[src/rtl/dmem_access_ctrl.sv]
// MEM-stage data-memory access sequencer: runs one load/store per request over a
// req/ack memory port, stalls the pipeline while busy, and formats load results.
module dmem_access_ctrl #(
    parameter int DATA_W  = 32,
    parameter int ADDR_W  = 9,
    parameter int TIMEOUT = 16
) (
    input  logic              clk,
    input  logic              reset,
    input  logic              mem_read,
    input  logic              mem_write,
    input  logic [2:0]        funct3,
    input  logic [ADDR_W-1:0] addr,
    input  logic [DATA_W-1:0] wr_data,
    output logic              stall,
    output logic [DATA_W-1:0] rd_data,
    output logic              rd_valid,
    output logic              misalign,
    output logic              timeout,
    output logic              mem_req,
    output logic              mem_we,
    output logic [ADDR_W-3:0] mem_addr,
    output logic [3:0]        mem_be,
    output logic [DATA_W-1:0] mem_wdata,
    input  logic [DATA_W-1:0] mem_rdata,
    input  logic              mem_ack,
    output logic [31:0]       stall_cycles
);

    localparam logic [1:0] S_IDLE  = 2'd0;
    localparam logic [1:0] S_ISSUE = 2'd1;
    localparam logic [1:0] S_WAIT  = 2'd2;
    localparam logic [1:0] S_DONE  = 2'd3;

    localparam logic [1:0] SZ_B = 2'b00;
    localparam logic [1:0] SZ_H = 2'b01;
    localparam logic [1:0] SZ_W = 2'b10;

    localparam logic [7:0] WAIT_LAST = 8'(TIMEOUT - 1);

    logic [1:0]        state;
    logic [ADDR_W-1:0] lat_addr;
    logic [DATA_W-1:0] lat_wdata;
    logic [2:0]        lat_funct3;
    logic              lat_we;
    logic [7:0]        wait_cnt;
    logic              timeout_pending;

    logic              request;
    logic              aligned;
    logic              accept;
    logic [3:0]        be_calc;
    logic [DATA_W-1:0] wdata_calc;
    logic [7:0]        sel_byte;
    logic [15:0]       sel_half;
    logic [DATA_W-1:0] load_fmt;

    assign request = mem_read | mem_write;

    // NOTE: every always_comb output gets a default first so no latch is inferred.
    always_comb begin
        aligned = 1'b0;
        unique case (funct3[1:0])
            SZ_B:    aligned = 1'b1;
            SZ_H:    aligned = ~addr[0];
            SZ_W:    aligned = (addr[1:0] == 2'b00);
            default: aligned = 1'b0;
        endcase
    end

    // Reset gating keeps stall/misalign low while reset is held with a request present.
    assign accept   = (state == S_IDLE) && request && aligned && !reset;
    assign misalign = (state == S_IDLE) && request && !aligned && !reset;
    assign stall    = accept || (state == S_ISSUE) || (state == S_WAIT);
    assign rd_valid = (state == S_DONE);
    assign timeout  = (state == S_DONE) && timeout_pending;

    always_comb begin
        be_calc    = 4'b0000;
        wdata_calc = lat_wdata;
        unique case (lat_funct3[1:0])
            SZ_B: begin
                be_calc    = 4'b0001 << lat_addr[1:0];
                wdata_calc = {(DATA_W/8){lat_wdata[7:0]}};
            end
            SZ_H: begin
                be_calc    = lat_addr[1] ? 4'b1100 : 4'b0011;
                wdata_calc = {(DATA_W/16){lat_wdata[15:0]}};
            end
            default: begin
                be_calc    = 4'b1111;
                wdata_calc = lat_wdata;
            end
        endcase
    end

    assign mem_req   = (state == S_ISSUE);
    assign mem_we    = mem_req && lat_we;
    assign mem_addr  = mem_req ? lat_addr[ADDR_W-1:2] : '0;
    assign mem_be    = mem_req ? be_calc : 4'b0000;
    assign mem_wdata = mem_req ? wdata_calc : '0;

    always_comb begin
        sel_byte = mem_rdata[{lat_addr[1:0], 3'b000} +: 8];
        sel_half = lat_addr[1] ? mem_rdata[31:16] : mem_rdata[15:0];
        unique case (lat_funct3[1:0])
            SZ_B:    load_fmt = {{(DATA_W-8){sel_byte[7] & ~lat_funct3[2]}}, sel_byte};
            SZ_H:    load_fmt = {{(DATA_W-16){sel_half[15] & ~lat_funct3[2]}}, sel_half};
            default: load_fmt = mem_rdata;
        endcase
    end

    // NOTE: sequential state uses non-blocking assignments so every flop samples pre-edge values.
    always_ff @(posedge clk or posedge reset) begin
        if (reset) begin
            state           <= S_IDLE;
            lat_addr        <= '0;
            lat_wdata       <= '0;
            lat_funct3      <= '0;
            lat_we          <= 1'b0;
            wait_cnt        <= '0;
            timeout_pending <= 1'b0;
            rd_data         <= '0;
            stall_cycles    <= '0;
        end else begin
            if (stall && (stall_cycles != 32'hFFFF_FFFF))
                stall_cycles <= stall_cycles + 32'd1;

            unique case (state)
                S_IDLE: begin
                    if (accept) begin
                        lat_addr   <= addr;
                        lat_wdata  <= wr_data;
                        lat_funct3 <= funct3;
                        lat_we     <= mem_write;
                        state      <= S_ISSUE;
                    end
                end
                S_ISSUE: begin
                    wait_cnt <= '0;
                    state    <= S_WAIT;
                end
                S_WAIT: begin
                    if (mem_ack) begin
                        if (!lat_we)
                            rd_data <= load_fmt;
                        state <= S_DONE;
                    end else if (wait_cnt == WAIT_LAST) begin
                        rd_data         <= '0;
                        timeout_pending <= 1'b1;
                        state           <= S_DONE;
                    end else begin
                        wait_cnt <= wait_cnt + 8'd1;
                    end
                end
                default: begin
                    timeout_pending <= 1'b0;
                    state           <= S_IDLE;
                end
            endcase
        end
    end

endmodule

[config.mk]
export PLATFORM = sky130hd
export DESIGN_NAME = dmem_access_ctrl
export DESIGN_NICKNAME = d
export VERILOG_FILES = /design/src/rtl/dmem_access_ctrl.sv
export SDC_FILE = /design/constraint.sdc
export NUM_CORES = 1
export LEC_CHECK = 0
export CAP_MARGIN = 20
export CORE_MARGIN = 4
export CORE_UTILIZATION = 40
export CTS_CLUSTER_SIZE = 10
export DETAILED_ROUTE_END_ITERATION = 10
export PLACE_DENSITY_LB_ADDON = 0.3
export SYNTH_ARGS = -nofsm -noshare
export SYNTH_HDL_FRONTEND = slang
export SYNTH_SLANG_ARGS = --single-unit
[constraint.sdc]
create_clock -name clk -period 14.09 [get_ports clk]
set_input_delay 2.818 -clock clk [delete_from_list [all_inputs] [get_ports clk]]
set_output_delay 2.818 -clock clk [all_outputs]
set_load 0.05 [all_outputs]
## Word-level counts from Yosys, hierarchy flattened

Index checks and enable logic that the tools add are counted.

| word-level totals | value |
|---|---|
| logic and storage cells | 79 |
| register bits after elaboration | 120 |
| output and inout port bits | 113 |
| bits of input ports | 81 |

| cells by class | value |
|---|---|
| multiplexer cells | 22 |
| shift-type cells | 2 |
| bitwise gates (word level) | 6 |
| $add $sub $neg | 2 |
| reductions and logical operators | 24 |
| equality and inequality tests | 14 |

Operators with widths:

| operator | count |
|---|---|
| 32-bit 2-to-1 mux | 4 |
| 32-bit case mux with 2 select lines | 2 |
| 32-bit by 1-bit adder with 32-bit output (second input constant) | 1 |
| 32-bit inequality test (second input constant) | 1 |
| 32-bit by 6-bit variable part select with 8-bit output | 1 |
| 16-bit 2-to-1 mux | 1 |
| 8-bit 2-to-1 mux | 2 |
| 8-bit case mux with 2 select lines | 1 |
| 3-bit AND reduction | 3 |
| 8-bit by 1-bit adder with 8-bit output (second input constant) | 1 |
| 8-bit by 4-bit == test with 1-bit output (second input constant) | 1 |
| 1-bit logical AND | 8 |
| 2-bit zero test | 4 |
| 4-bit 2-to-1 mux | 2 |
| 2-bit inequality test (second input constant) | 4 |
| 4-bit case mux with 2 select lines | 1 |
| 7-bit 2-to-1 mux | 1 |
| 2-bit by 1-bit == test with 1-bit output (second input constant) | 3 |
| 2-bit == test (second input constant) | 3 |
| 2-bit 2-to-1 mux | 3 |
| 2-bit case mux with 3 select lines | 1 |
| 2-bit AND reduction | 2 |
| 2-bit nonzero test | 2 |
| 1-bit by 2-bit left shift with 4-bit output (first input constant) | 1 |
| 11 further kinds | 17 |

## Longest topological paths before layout

| logic depth | value |
|---|---|
| word-level depth | 7 |
| mapped depth | 8 |

## Least setup slack after synthesis

Ideal clock, no wire load.

| path | value |
|---|---|
| path type | input-to-output |
| start point | input port reset |
| end point | output port stall |
| arrival time | 7,062 ps |
| buffers on the path | 1 |
| path slack | 4,210 ps |
| required time | 11,272 ps |
| stages | 4 |
| path through | inv_1 > o2111ai_2 > nand2_1 > clkbuf_1 |

| on the way | value |
|---|---|
| longest elaborated chain between the ends | 4 |

Ends and longest elaborated chain:

| element | line | RTL |
|---|---|---|
| from (decl) | 9 | `input logic reset,` |
| 1-bit zero test (no line) | -- |  |
| 1-bit logical AND | 72 | `assign accept = (state == S_IDLE) && request && aligned && !reset;` |
| 1-bit logical OR (2 in series) | 74 | `assign stall = accept \|\| (state == S_ISSUE) \|\| (state == S_WAIT);` |
| to (decl) | 15 | `output logic stall,` |

No other way between the ends.

## Worst setup path in the final report

| path | value |
|---|---|
| start point | input port funct3[0] |
| end point | output port stall |

| on the way | value |
|---|---|
| longest elaborated chain between the ends | 6 |

Ends and longest elaborated chain:

| element | line | RTL |
|---|---|---|
| from (decl) | 12 | `input logic [2:0] funct3,` |
| 2-bit == test, or another cell as far along | 63 | `unique case (funct3[1:0])` |
| 1-bit case mux with 3 select lines (*) | 63 |  |
| 1-bit logical AND (*) (2 in series) | 72 |  |
| 1-bit logical OR (*) (2 in series) | 74 |  |

Every way passes the cells marked *; elsewhere a longest branch is shown, timed or not.

==> metrics <==
outcome complete, no violations; final setup violating endpoints 0; Slew HR 36.59%; Synth Register Bits 120; worst vdd ir 0.1563 mV; Reg power frac between 20% and 30%; Tmin final 8.157 ns; pre-CTS setup slack 5.993 ns; CTS tree built; reg2reg setup slack 11.13 ns; crit path DAT 5.34 ns; routed vias 5495; Leak 3.721 nW; # DRC 0; Core ar. ~15000 um^2; initial antenna violation count 0; Total GRT Usage 20.56%; Syn Area/Cell a little over 10 um^2; Post-Layout Cell Count slightly above 1000; Int Power about 1.1 mW; Critical Path Fanout Max 12; Final Util 59.13%; global-route wire length before repair 29180 um; clock root buffer clkbuf_16; Final GP Congestion 0.8288; # port buffers 193; DRT iter0 DRCs 410; placed insts 984; Die ar. roughly 18000 um^2; largest net degree at the start of global routing 83; antenna cells 0; CP endpoint kind output pin; Top FF cell, synth dfrtp_1; Synth area leaders dfrtp_1 (48%), mux2_2 (8.3%), nand2_1 (4.4%), xnor2_1 (3.6%), o21ai_0 (3.4%); crit path kind input port to output pin; latest clock arrival within the worst-skew pair 0.42 ns; mapped cell area 6256 um^2; post-route ant nets 0; Least-Margin Pin Slew 0.9511 ns; Seq/Total Area, Yosys 48.00%; Die X 133.1 um; total grt overflow 0; HPWL Detailed 12940 um; placed cell area about 8300 um^2; Die Y-Extent 133.1 um; fin area 9022 um^2; share of cells above drive strength 1 11.54%; Yosys warning total 0; RSZ-0062 raised after global routing no; final slew viol count 0; syn nets between 600 and 700; Distinct cells, synth 53; post-synth top area cell dfrtp_1; Clock transition at path regs 0.05 ns; clock skew 0.009820 ns; Net Sw Frac 42.39%; Ports 194; Setup TNS 0 ns; final worst slack about 5.9 ns; CP required 11.27 ns; CP startpoint kind input port; P per Cell Area about 220 nW/um^2; Resized cells post-CTS 0; post-synth top area share 48.00%; FMAX 122.6 MHz; Area Overhead vs Synth 44.22%; Layout Nets just under 900; Initial Util 41.00%; DRT Pass-1 Iters 7; ys async rst share 100.0%; number of synthesized flops with an enable pin 0; synthesized instance count 611; vias in the first global route roughly 5400; final wirelength 18220 um; final hold vios 0; H-tree levels 4; fin crit share 57.89%; cell with the most instances after synthesis dfrtp_1; top cells by count, synth dfrtp_1 (120), nand2_1 (73), mux2_2 (46); total power 1.953 mW; clock share of power 23.7%; Max Buffers Root-to-Sink 2; clock sink count 120; Comb pwr share 46.8%; hold buffers post-CTS 0; maxcap violations 0; Hold WC Path Type flip-flop to flip-flop; Core Rows 45; Fin Hold WS 0.4774 ns; DR WL/cell about 18 um; total CTS buffers 17; vias per inst 5.403; Sw Pwr a little over 800 uW; Post-CTS Setup Repair Bufs 0
-- registers in the layout, indices dropped and copies added, names as in the netlist --
signal,count
lat_wdata,32
rd_data,32
stall_cycles,32
lat_addr,9
wait_cnt,8
lat_funct3,3
state,2
lat_we,1
timeout_pending,1
-- power groups by stage --
| stage | registers [mW] | clock network (mW) | logic, mW |
|---|---|---|---|
| after global routing | 0.592 | 0.484 | 0.974 |
| after global placement | 0.568 | 0 | 0.893 |
| after CTS | 0.574 | 0.472 | 0.917 |
| final | 0.575 | 0.464 | 0.915 |
| after floorplan | 0.694 | 0 | 0.501 |
| after detailed placement | 0.579 | 0 | 0.912 |
-- critical path, stage by stage --
cell and delay (ns):
clkdlybuf4s50_1 0.45, nor3_1 0.68, o2111ai_4 0.15, nand2_1 0.34, clkdlybuf4s50_1 0.89
-- kinds of logic (layout without fill, tap and decap cells) --
logic type | after synthesis | after routing | synth area share (%)
mux | 64 | 64 | 11.36
xor+xnor | 32 | 32 | 4.480
fa+ha+maj | 6 | 6 | 1.200
simple gates | 225 | 225 | 18.70
flops | 120 | 120 | 48.00
compound gates | 112 | 112 | 12.86
buf+inv | 52 | 247 | 3.400
-- layout by cell type, fill, tap and decap left out, types with 5 or more instances in the layout --
master	netlist	routed
xnor2_1	26	26
clkdlybuf4s50_1	0	193
nand3_1	27	27
nor3_1	9	9
nor2_1	16	16
a221oi_1	8	8
xor2_1	6	6
a222oi_1	7	7
o21ai_0	43	43
mux2_2	46	46
inv_1	17	16
nand2_1	73	73
nand4_1	11	11
and3_1	10	10
clkbuf_16	0	17
nor2b_1	14	14
a21boi_0	8	8
a22o_1	17	17
dfrtp_1	120	119
a21oi_1	5	5
mux2i_1	17	17
ha_1	6	6
nand2b_1	19	19
and2_1	29	29
-- per-layer routing --
metal	global-route usage (%)	wire [um]	vias up
li1	-	-	2536
met1	26.12	7905	2709
met2	33.49	8637	214
met3	5.970	1296	36
met4	7.333	377	0
met5	0	0	-
-- final cells by class --
type | count | area [um^2]
Tap cell | 211 | 264.0
Timing Repair Buffer | 199 | 2004
Sequential cell | 120 | 3004
Inverter | 17 | 66.31
Clock inverter | 7 | 140.1
Multi-Input combinational cell | 439 | 3052
Fill cell | 1284 | 6236
Clock buffer | 24 | 491.7
-- final timing paths --
path,startpoint,to,cells after the start
max,funct3[0],stall,5
min,rd_data[15],rd_data[15],2
max reg2reg,lat_funct3[0],rd_data[31],5
min reg2reg,rd_data[15],rd_data[15],2
max in group asynchronous,reset,lat_funct3[1],4
min in group asynchronous,reset,stall_cycles[4],2
(Power assumes the default switching activity.)
